File: config.mk
export PLATFORM = sky130hd
export DESIGN_NAME = pool2x2_stream
export DESIGN_NICKNAME = d
export VERILOG_FILES = /design/src/rtl/cnn_pkg.sv /design/src/rtl/pool2x2_rowbuf.sv /design/src/rtl/pool2x2_stream.sv
export SDC_FILE = /design/constraint.sdc
export NUM_CORES = 1
export LEC_CHECK = 0
export CELL_PAD_IN_SITES_DETAIL_PLACEMENT = 1
export CELL_PAD_IN_SITES_GLOBAL_PLACEMENT = 2
export CORE_MARGIN = 5
export CORE_UTILIZATION = 47
export DETAILED_ROUTE_END_ITERATION = 10
export PLACE_DENSITY = 0.82
export SETUP_SLACK_MARGIN = 0.2
export SYNTH_ARGS = -nofsm -noshare
export SYNTH_HDL_FRONTEND = slang
export SYNTH_HIERARCHICAL = 1
export SYNTH_SLANG_ARGS = --single-unit
File: constraint.sdc
create_clock -name clk_i -period 8.45 [get_ports clk_i]
set_input_delay 1.2675 -clock clk_i [delete_from_list [all_inputs] [get_ports clk_i]]
set_output_delay 1.2675 -clock clk_i [all_outputs]
set_load 0.01 [all_outputs]
File: src/rtl/cnn_pkg.sv
// -----------------------------------------------------------------------------
// cnn_pkg
// Shared data-plane definitions for the CNN datapath (line buffer, conv,
// relu and pooling stages).
//   CNN_ACC_WIDTH      : width of the signed accumulator / activation word
//   CNN_IMG_WIDTH      : input image side length
//   CNN_CONV_OUT_WIDTH : side length of the valid-convolution output map
//   CNN_POOL_OUT_WIDTH : side length after 2x2 stride-2 pooling
//   cnn_acc_t          : signed activation word
// -----------------------------------------------------------------------------
package cnn_pkg;

   localparam int CNN_ACC_WIDTH      = 32;
   localparam int CNN_IMG_WIDTH      = 28;
   localparam int CNN_CONV_OUT_WIDTH = 26;
   localparam int CNN_POOL_OUT_WIDTH = 13;

   typedef logic signed [31:0] cnn_acc_t;

endpackage : cnn_pkg

File: src/rtl/pool2x2_rowbuf.sv
// -----------------------------------------------------------------------------
// pool2x2_rowbuf
// Half-row buffer for the 2x2 max-pool stage. Holds one horizontal pair
// maximum per pooled column, written on even input rows and read back on the
// following odd row. Flop-based storage without reset.
// Ports:
//   clk_i      in   clock
//   wr_en_i    in   write strobe
//   wr_addr_i  in   write address (pooled column)
//   wr_data_i  in   signed pair maximum to store
//   rd_addr_i  in   read address (pooled column)
//   rd_data_o  out  signed stored value, combinational read
// -----------------------------------------------------------------------------
module pool2x2_rowbuf
   import cnn_pkg::*;
#(
   parameter int DATA_WIDTH = CNN_ACC_WIDTH,
   parameter int DEPTH      = CNN_POOL_OUT_WIDTH,
   parameter int ADDR_WIDTH = 5
) (
   input  logic                         clk_i,
   input  logic                         wr_en_i,
   input  logic        [ADDR_WIDTH-1:0] wr_addr_i,
   input  logic signed [DATA_WIDTH-1:0] wr_data_i,
   input  logic        [ADDR_WIDTH-1:0] rd_addr_i,
   output logic signed [DATA_WIDTH-1:0] rd_data_o
);

   logic signed [DATA_WIDTH-1:0] mem_q [DEPTH];

   // Decoded per-entry write; addresses beyond DEPTH-1 never match.
   always_ff @(posedge clk_i) begin
      for (int i = 0; i < DEPTH; i++) begin
         if (wr_en_i && (wr_addr_i == ADDR_WIDTH'(i))) begin
            mem_q[i] <= wr_data_i;
         end
      end
   end

   // Mux-based read so an out-of-range address returns zero instead of
   // indexing past the array.
   always_comb begin
      rd_data_o = '0;
      for (int i = 0; i < DEPTH; i++) begin
         if (rd_addr_i == ADDR_WIDTH'(i)) begin
            rd_data_o = mem_q[i];
         end
      end
   end

endmodule : pool2x2_rowbuf

File: src/rtl/pool2x2_stream.sv
// -----------------------------------------------------------------------------
// pool2x2_stream
// Streaming 2x2 stride-2 max-pool. Consumes a raster-order signed feature map
// over ready/valid and emits the pooled map in raster order. Horizontal pairs
// are reduced in pair_q; even rows park the pair max in a half-row buffer and
// odd rows combine it with their own pair max into the output register.
// Ports:
//   clk_i        in   clock
//   rst_i        in   synchronous active-high reset
//   clear_i      in   synchronous frame abort (same effect as reset)
//   in_data_i    in   signed input sample
//   in_valid_i   in   input sample valid
//   in_ready_o   out  stage accepts input
//   out_data_o   out  signed pooled sample
//   out_valid_o  out  pooled sample valid
//   out_ready_i  in   downstream accepts
//   out_last_o   out  final pooled sample of the frame
//   frame_done_o out  one-cycle pulse after the frame's last input is accepted
// -----------------------------------------------------------------------------
module pool2x2_stream
   import cnn_pkg::*;
#(
   parameter int DATA_WIDTH = CNN_ACC_WIDTH,
   parameter int IN_WIDTH   = CNN_CONV_OUT_WIDTH,
   parameter int IN_HEIGHT  = CNN_CONV_OUT_WIDTH
) (
   input  logic                         clk_i,
   input  logic                         rst_i,
   input  logic                         clear_i,
   input  logic signed [DATA_WIDTH-1:0] in_data_i,
   input  logic                         in_valid_i,
   output logic                         in_ready_o,
   output logic signed [DATA_WIDTH-1:0] out_data_o,
   output logic                         out_valid_o,
   input  logic                         out_ready_i,
   output logic                         out_last_o,
   output logic                         frame_done_o
);

   localparam int OUT_WIDTH  = IN_WIDTH / 2;
   localparam int OUT_HEIGHT = IN_HEIGHT / 2;
   localparam int CW         = $clog2(IN_WIDTH);
   localparam int RW         = $clog2(IN_HEIGHT);

   localparam logic [CW-1:0] COL_MAX      = CW'(IN_WIDTH - 1);
   localparam logic [RW-1:0] ROW_MAX      = RW'(IN_HEIGHT - 1);
   localparam logic [CW-1:0] POOL_COL_MAX = CW'(2 * OUT_WIDTH - 1);
   localparam logic [RW-1:0] POOL_ROW_MAX = RW'(2 * OUT_HEIGHT - 1);

   function automatic logic signed [DATA_WIDTH-1:0] smax(
      input logic signed [DATA_WIDTH-1:0] a,
      input logic signed [DATA_WIDTH-1:0] b
   );
      return (a > b) ? a : b;
   endfunction

   logic        [CW-1:0]         col_q, col_d;
   logic        [RW-1:0]         row_q, row_d;
   logic signed [DATA_WIDTH-1:0] pair_q, pair_d;
   logic signed [DATA_WIDTH-1:0] out_data_q, out_data_d;
   logic                         out_valid_q, out_valid_d;
   logic                         out_last_q, out_last_d;
   logic                         frame_done_q, frame_done_d;

   logic                         accept;
   logic                         xfer;
   logic                         col_last;
   logic                         row_last;
   logic                         rb_wr_en;
   logic                         emit;
   logic signed [DATA_WIDTH-1:0] pair_max;
   logic signed [DATA_WIDTH-1:0] rb_rd_data;

   // Single output register: accept whenever it is empty or draining now.
   assign in_ready_o = !out_valid_q || out_ready_i;
   assign accept     = in_valid_i && in_ready_o;
   assign xfer       = out_valid_q && out_ready_i;

   assign col_last = (col_q == COL_MAX);
   assign row_last = (row_q == ROW_MAX);
   assign pair_max = smax(pair_q, in_data_i);

   // A trailing odd column/row always lands on an even index, so gating on
   // the LSBs alone drops it. A trailing-row rowbuf write is harmless: the
   // entry is rewritten by row 0 of the next frame before it is read.
   assign rb_wr_en = accept && col_q[0] && !row_q[0];
   assign emit     = accept && col_q[0] && row_q[0];

   pool2x2_rowbuf #(
      .DATA_WIDTH (DATA_WIDTH),
      .DEPTH      (OUT_WIDTH),
      .ADDR_WIDTH (CW)
   ) u_rowbuf (
      .clk_i     (clk_i),
      .wr_en_i   (rb_wr_en),
      .wr_addr_i (col_q >> 1),
      .wr_data_i (pair_max),
      .rd_addr_i (col_q >> 1),
      .rd_data_o (rb_rd_data)
   );

   // ---- next-state: counters, pair register, output register ----
   always_comb begin
      col_d        = col_q;
      row_d        = row_q;
      pair_d       = pair_q;
      out_data_d   = out_data_q;
      out_valid_d  = out_valid_q;
      out_last_d   = out_last_q;
      frame_done_d = 1'b0;

      if (xfer) begin
         out_valid_d = 1'b0;
         out_last_d  = 1'b0;
      end

      if (accept) begin
         if (!col_q[0]) begin
            pair_d = in_data_i;
         end

         if (col_last) begin
            col_d = '0;
            row_d = row_last ? '0 : row_q + 1'b1;
         end else begin
            col_d = col_q + 1'b1;
         end

         // A load in the same cycle as a transfer overwrites without a bubble.
         if (emit) begin
            out_data_d  = smax(pair_max, rb_rd_data);
            out_valid_d = 1'b1;
            out_last_d  = (row_q == POOL_ROW_MAX) && (col_q == POOL_COL_MAX);
         end

         frame_done_d = col_last && row_last;
      end

      if (clear_i) begin
         col_d        = '0;
         row_d        = '0;
         out_data_d   = '0;
         out_valid_d  = 1'b0;
         out_last_d   = 1'b0;
         frame_done_d = 1'b0;
      end
   end

   // ---- register stage ----
   always_ff @(posedge clk_i) begin
      if (rst_i) begin
         col_q        <= '0;
         row_q        <= '0;
         out_data_q   <= '0;
         out_valid_q  <= 1'b0;
         out_last_q   <= 1'b0;
         frame_done_q <= 1'b0;
      end else begin
         col_q        <= col_d;
         row_q        <= row_d;
         out_data_q   <= out_data_d;
         out_valid_q  <= out_valid_d;
         out_last_q   <= out_last_d;
         frame_done_q <= frame_done_d;
      end
   end

   // Pair register is pure data; it is always written before being read.
   always_ff @(posedge clk_i) begin
      pair_q <= pair_d;
   end

   assign out_data_o   = out_data_q;
   assign out_valid_o  = out_valid_q;
   assign out_last_o   = out_last_q;
   assign frame_done_o = frame_done_q;

endmodule : pool2x2_stream
==> summary.txt <==
Clock tree
  • Post-CTS setup-driven buffer insertion count: 0
  • Post-cts resize count: 0
  • Cell at the root of the clock tree: clkbuf_16
  • Num Clock Sinks: 493
  • Reg clk slew, reported paths: ~0.06 ns
  • Htree depth: 2
  • Total of hold buffers inserted after clock tree synthesis: 0
  • Maximum buffer depth of the clock tree: 3
  • Clock latency on the worst-skew pair: 0.62 ns
  • CTS Buf Count: 52
  • Clock tree from TritonCTS: yes

Floorplan
  • Die area: approximately 53000 um^2
  • Height of the chip: 230.5 um
  • Initial standard-cell utilization of the core: 47.66%
  • CORE AREA: 47950 um^2
  • Number of rows in the core area: 80
  • I/O pin count: 73
  • Floorplan die width: between 200 and 250 um

Synthesis
  • Area of the mapped netlist: 22850 um^2
  • EDFF count, synth: between 400 and 500
  • Async SR Flop Fraction: 0%
  • Count of mapped cells out of synthesis: ~1800
  • Part of the Yosys area used for sequential elements: 62.82%
  • Post-Syn Area per Cell: 12.60 um^2
  • Flip-flop cell with the highest count after synthesis: edfxtp_1
  • Warnings from Yosys: 6
  • Synth Register Bits: 493
  • Number of unique standard cell types used by synthesis: between 80 and 90

Setup path
  • Dominant delay contributor by cell family on the critical path: compound AO/OA/AOI/OAI gates
  • Slowest library cell on the worst path: a221o_1
  • Required time of the worst setup path: 8.98 ns
  • Maximum cell stage delay along the critical path: ~0.63 ns
  • CP Buf/Inv Count: 6
  • Maximum fanout along the worst path: 19
  • Crit. End Element: flip-flop
  • Crit start category: primary input
  • Data arrival time at the worst-slack endpoint: 7.37 ns
  • Worst setup path category: primary input to flip-flop
  • Most numerous cell on the critical path: buf_4
  • Cell breakdown of the critical path: clkdlybuf4s50_1, inv_1, ha_1, nand4_1, nor4_2, a21boi_2, o31ai_2, a31oi_2, buf_4, buf_4, o221ai_1, inv_1, ha_1, a21oi_1, o21ai_0, a2111o_1, o32ai_1, a221o_1, buf_4, a41oi_1, o21ai_1

Layout
  • P&R area growth vs syn: 13.28%
  • Filler Cell Count: 4751
  • Most common cell after layout, fill and taps aside: edfxtp_1
  • Core Util, Final: between 50% and 60%
  • Final antenna diode count: 0
  • Share of cells above drive strength 1: 9.963%
  • Top library cells by usage in the layout, fill and taps aside: 448 x edfxtp_1, 135 x o21ai_0, 116 x a21oi_1
  • Post-layout nets: roughly 2000

Power and ir drop
  • Static Leakage: 8.661 nW
  • Peak supply drop: 0.0001388 V
  • Power per unit of standard cell area: approximately 220 nW/um^2

Timing
  • Setup repair after global routing missed its margin: no
  • Smallest setup slack after layout: 1.610 ns
  • Number of hold violations in the final report: 0
  • TNS Setup: 0 ns
  • Final clock skew: 0.01757 ns
  • Slew margin rel.: between 10% and 20%
  • Worst-margin pin slew: 1.293 ns
  • Setup-violating endpoint count in the final report: 0
  • Fmax achieved: 0.1462 GHz
  • Final clock period utilization by the worst path: 80.95%
  • Minimum clock period: about 7 ns
  • Final Slew Violations: 0

Placement
  • HPWL after detailed placement: a little under 50000 um
  • Placement Setup Slack: between 1 and 1.5 ns
  • Number of input and output port buffers inserted: 72
  • RePlAce Congestion: 0.8370

Global routing
  • Via count of the first global-routing pass: 17410
  • Total grt overflow: 0
  • First-pass GRT wire length: around 110000 um
  • Aggregate global-route resource usage: 28.33%
  • Number of antenna violations at the first check in global routing: 0
  • Pin count of the biggest net entering global routing: 71

Drt
  • Vias post-DR: 16840
  • Antenna Violating Nets Remaining: 0
  • Number of remaining DRC errors: 0
  • Sum of routed wire length over all layers: 76620 um
  • First-pass detailed-route iteration total: 5
  • Via density per instance: 6.652
  • WL per Instance: 30.26 um
  • Drt first-iter violations: 1837

Hold path
  • Worst Hold Class: flip-flop to flip-flop

Status
  • Result of the run: completed

Run
  • Max capacitance violation total: 0
[synthesized netlist by cell type, types with 7 or more instances]
cell type / n / area share, %
nand2b_1: 8 / 0.22
a2bb2oi_1: 34 / 1.3
a41oi_1: 30 / 1.1
o22ai_1: 45 / 1.2
inv_1: 102 / 1.7
nand4_1: 27 / 0.74
buf_6: 12 / 0.59
nor3_1: 16 / 0.35
nor2_1: 90 / 1.5
nor2b_1: 9 / 0.25
nand3_1: 14 / 0.31
dfxtp_1: 45 / 3.9
a222oi_1: 15 / 0.66
edfxtp_1: 448 / 59
a22oi_1: 16 / 0.53
ha_1: 68 / 3.7
a21oi_1: 116 / 2.5
clkbuf_1: 52 / 0.85
o32ai_1: 10 / 0.38
mux2i_1: 26 / 1.1
buf_4: 16 / 0.53
o221ai_1: 32 / 1.2
o21ai_0: 135 / 3.0
o2bb2ai_1: 26 / 1.0
a31oi_1: 7 / 0.19
mux2_2: 7 / 0.34
a221oi_1: 21 / 0.80
nand2_1: 97 / 1.6
a22o_1: 8 / 0.31
a211oi_1: 14 / 0.46
and3_1: 51 / 1.4
buf_2: 34 / 0.74
a21o_1: 20 / 0.66
o21ai_1: 36 / 0.79
[path summary, 6_finish.rpt]
| check | startpoint | end | slack, ns | cells after the start |
|---|---|---|---|---|
| setup / recovery | in_data_i[15] | out_data_o[16] | 1.61 | 21 |
| hold / removal | row_q[4] | row_q[4] | 0.53 | 2 |
| setup reg to reg | pair_q[15] | out_data_o[16] | 2.41 | 19 |
| hold reg to reg | row_q[4] | row_q[4] | 0.53 | 2 |
[final cells by class]
cell class                      count  area [um^2]  share of cell area, %
Sequential cell                   493        14360                  55.49
Multi-Input combinational cell   1102         7621                  29.44
Clock buffer                       67         1379                  5.327
Timing Repair Buffer              121         1114                  4.302
Tap cell                          615        769.5                  2.973
Inverter                          104        390.4                  1.508
Clock inverter                     30        249.0                 0.9619
[cell families (layout without fill, tap and decap cells)]
family                     count (synthesis)  in the layout  synth area share (%)
adders and majority gates                 68             68                 3.723
buffers and inverters                    225            322                 4.545
muxes                                     36             36                 1.780
and+or+nand+nor                          371            371                 8.783
DFF                                      493            493                 62.82
AOI/OAI and AO/OA                        611            611                 18.03
other                                      1              8               0.01641
xor gates and xnor gates                   8              8                0.3066
[worst register-to-register path: stages (launching register included)]
cell and delay (ns):
edfxtp_1 0.42, ha_1 0.41, nand4_1 0.30, nor4_2 0.47
a21boi_2 0.26, o31ai_2 0.10, a31oi_2 0.18, buf_4 0.24
buf_4 0.27, o221ai_1 0.17, inv_1 0.48, ha_1 0.38
a21oi_1 0.18, o21ai_0 0.11, a2111o_1 0.41, o32ai_1 0.27
a221o_1 0.63, buf_4 0.37, a41oi_1 0.16, o21ai_1 0.15
[metrics by stage]
stage	hold WS (ns)	cell area [um^2]	cells	power, W
finish	0.5289	25880	2532	0.005585
global route	0.5630	25880	2532	0.005777
floorplan	0.4725	22880	1820	0.003157
detailed placement	0.5046	24260	2435	0.003384
CTS	0.5305	25880	2532	0.005607
global placement	0.4899	24260	2435	0.003360
[power breakdown]
| part | internal [W] | switching (W) |
|---|---|---|
| clock network | 0.00127 | 0.000969 |
| registers | 0.00277 | 0.0000120 |
| logic | 0.000153 | 0.000413 |
| total | 0.00419 | 0.00139 |
[registers in the layout, summed over array words and instances (netlist names)]
signal / count
u_rowbuf/mem_q: 416
out_data_o: 32
pair_q: 32
col_q: 5
row_q: 5
frame_done_o: 1
out_last_o: 1
out_valid_o: 1
[layer usage]
layer,up-vias,routed length (um),GRT usage [%]
met2,777,36840,47.12
li1,7238,-,-
met1,8663,31170,38.14
met5,-,0,0
met3,166,5886,4.706
met4,0,2729,9.565
Power figures use the tool's default switching activity.
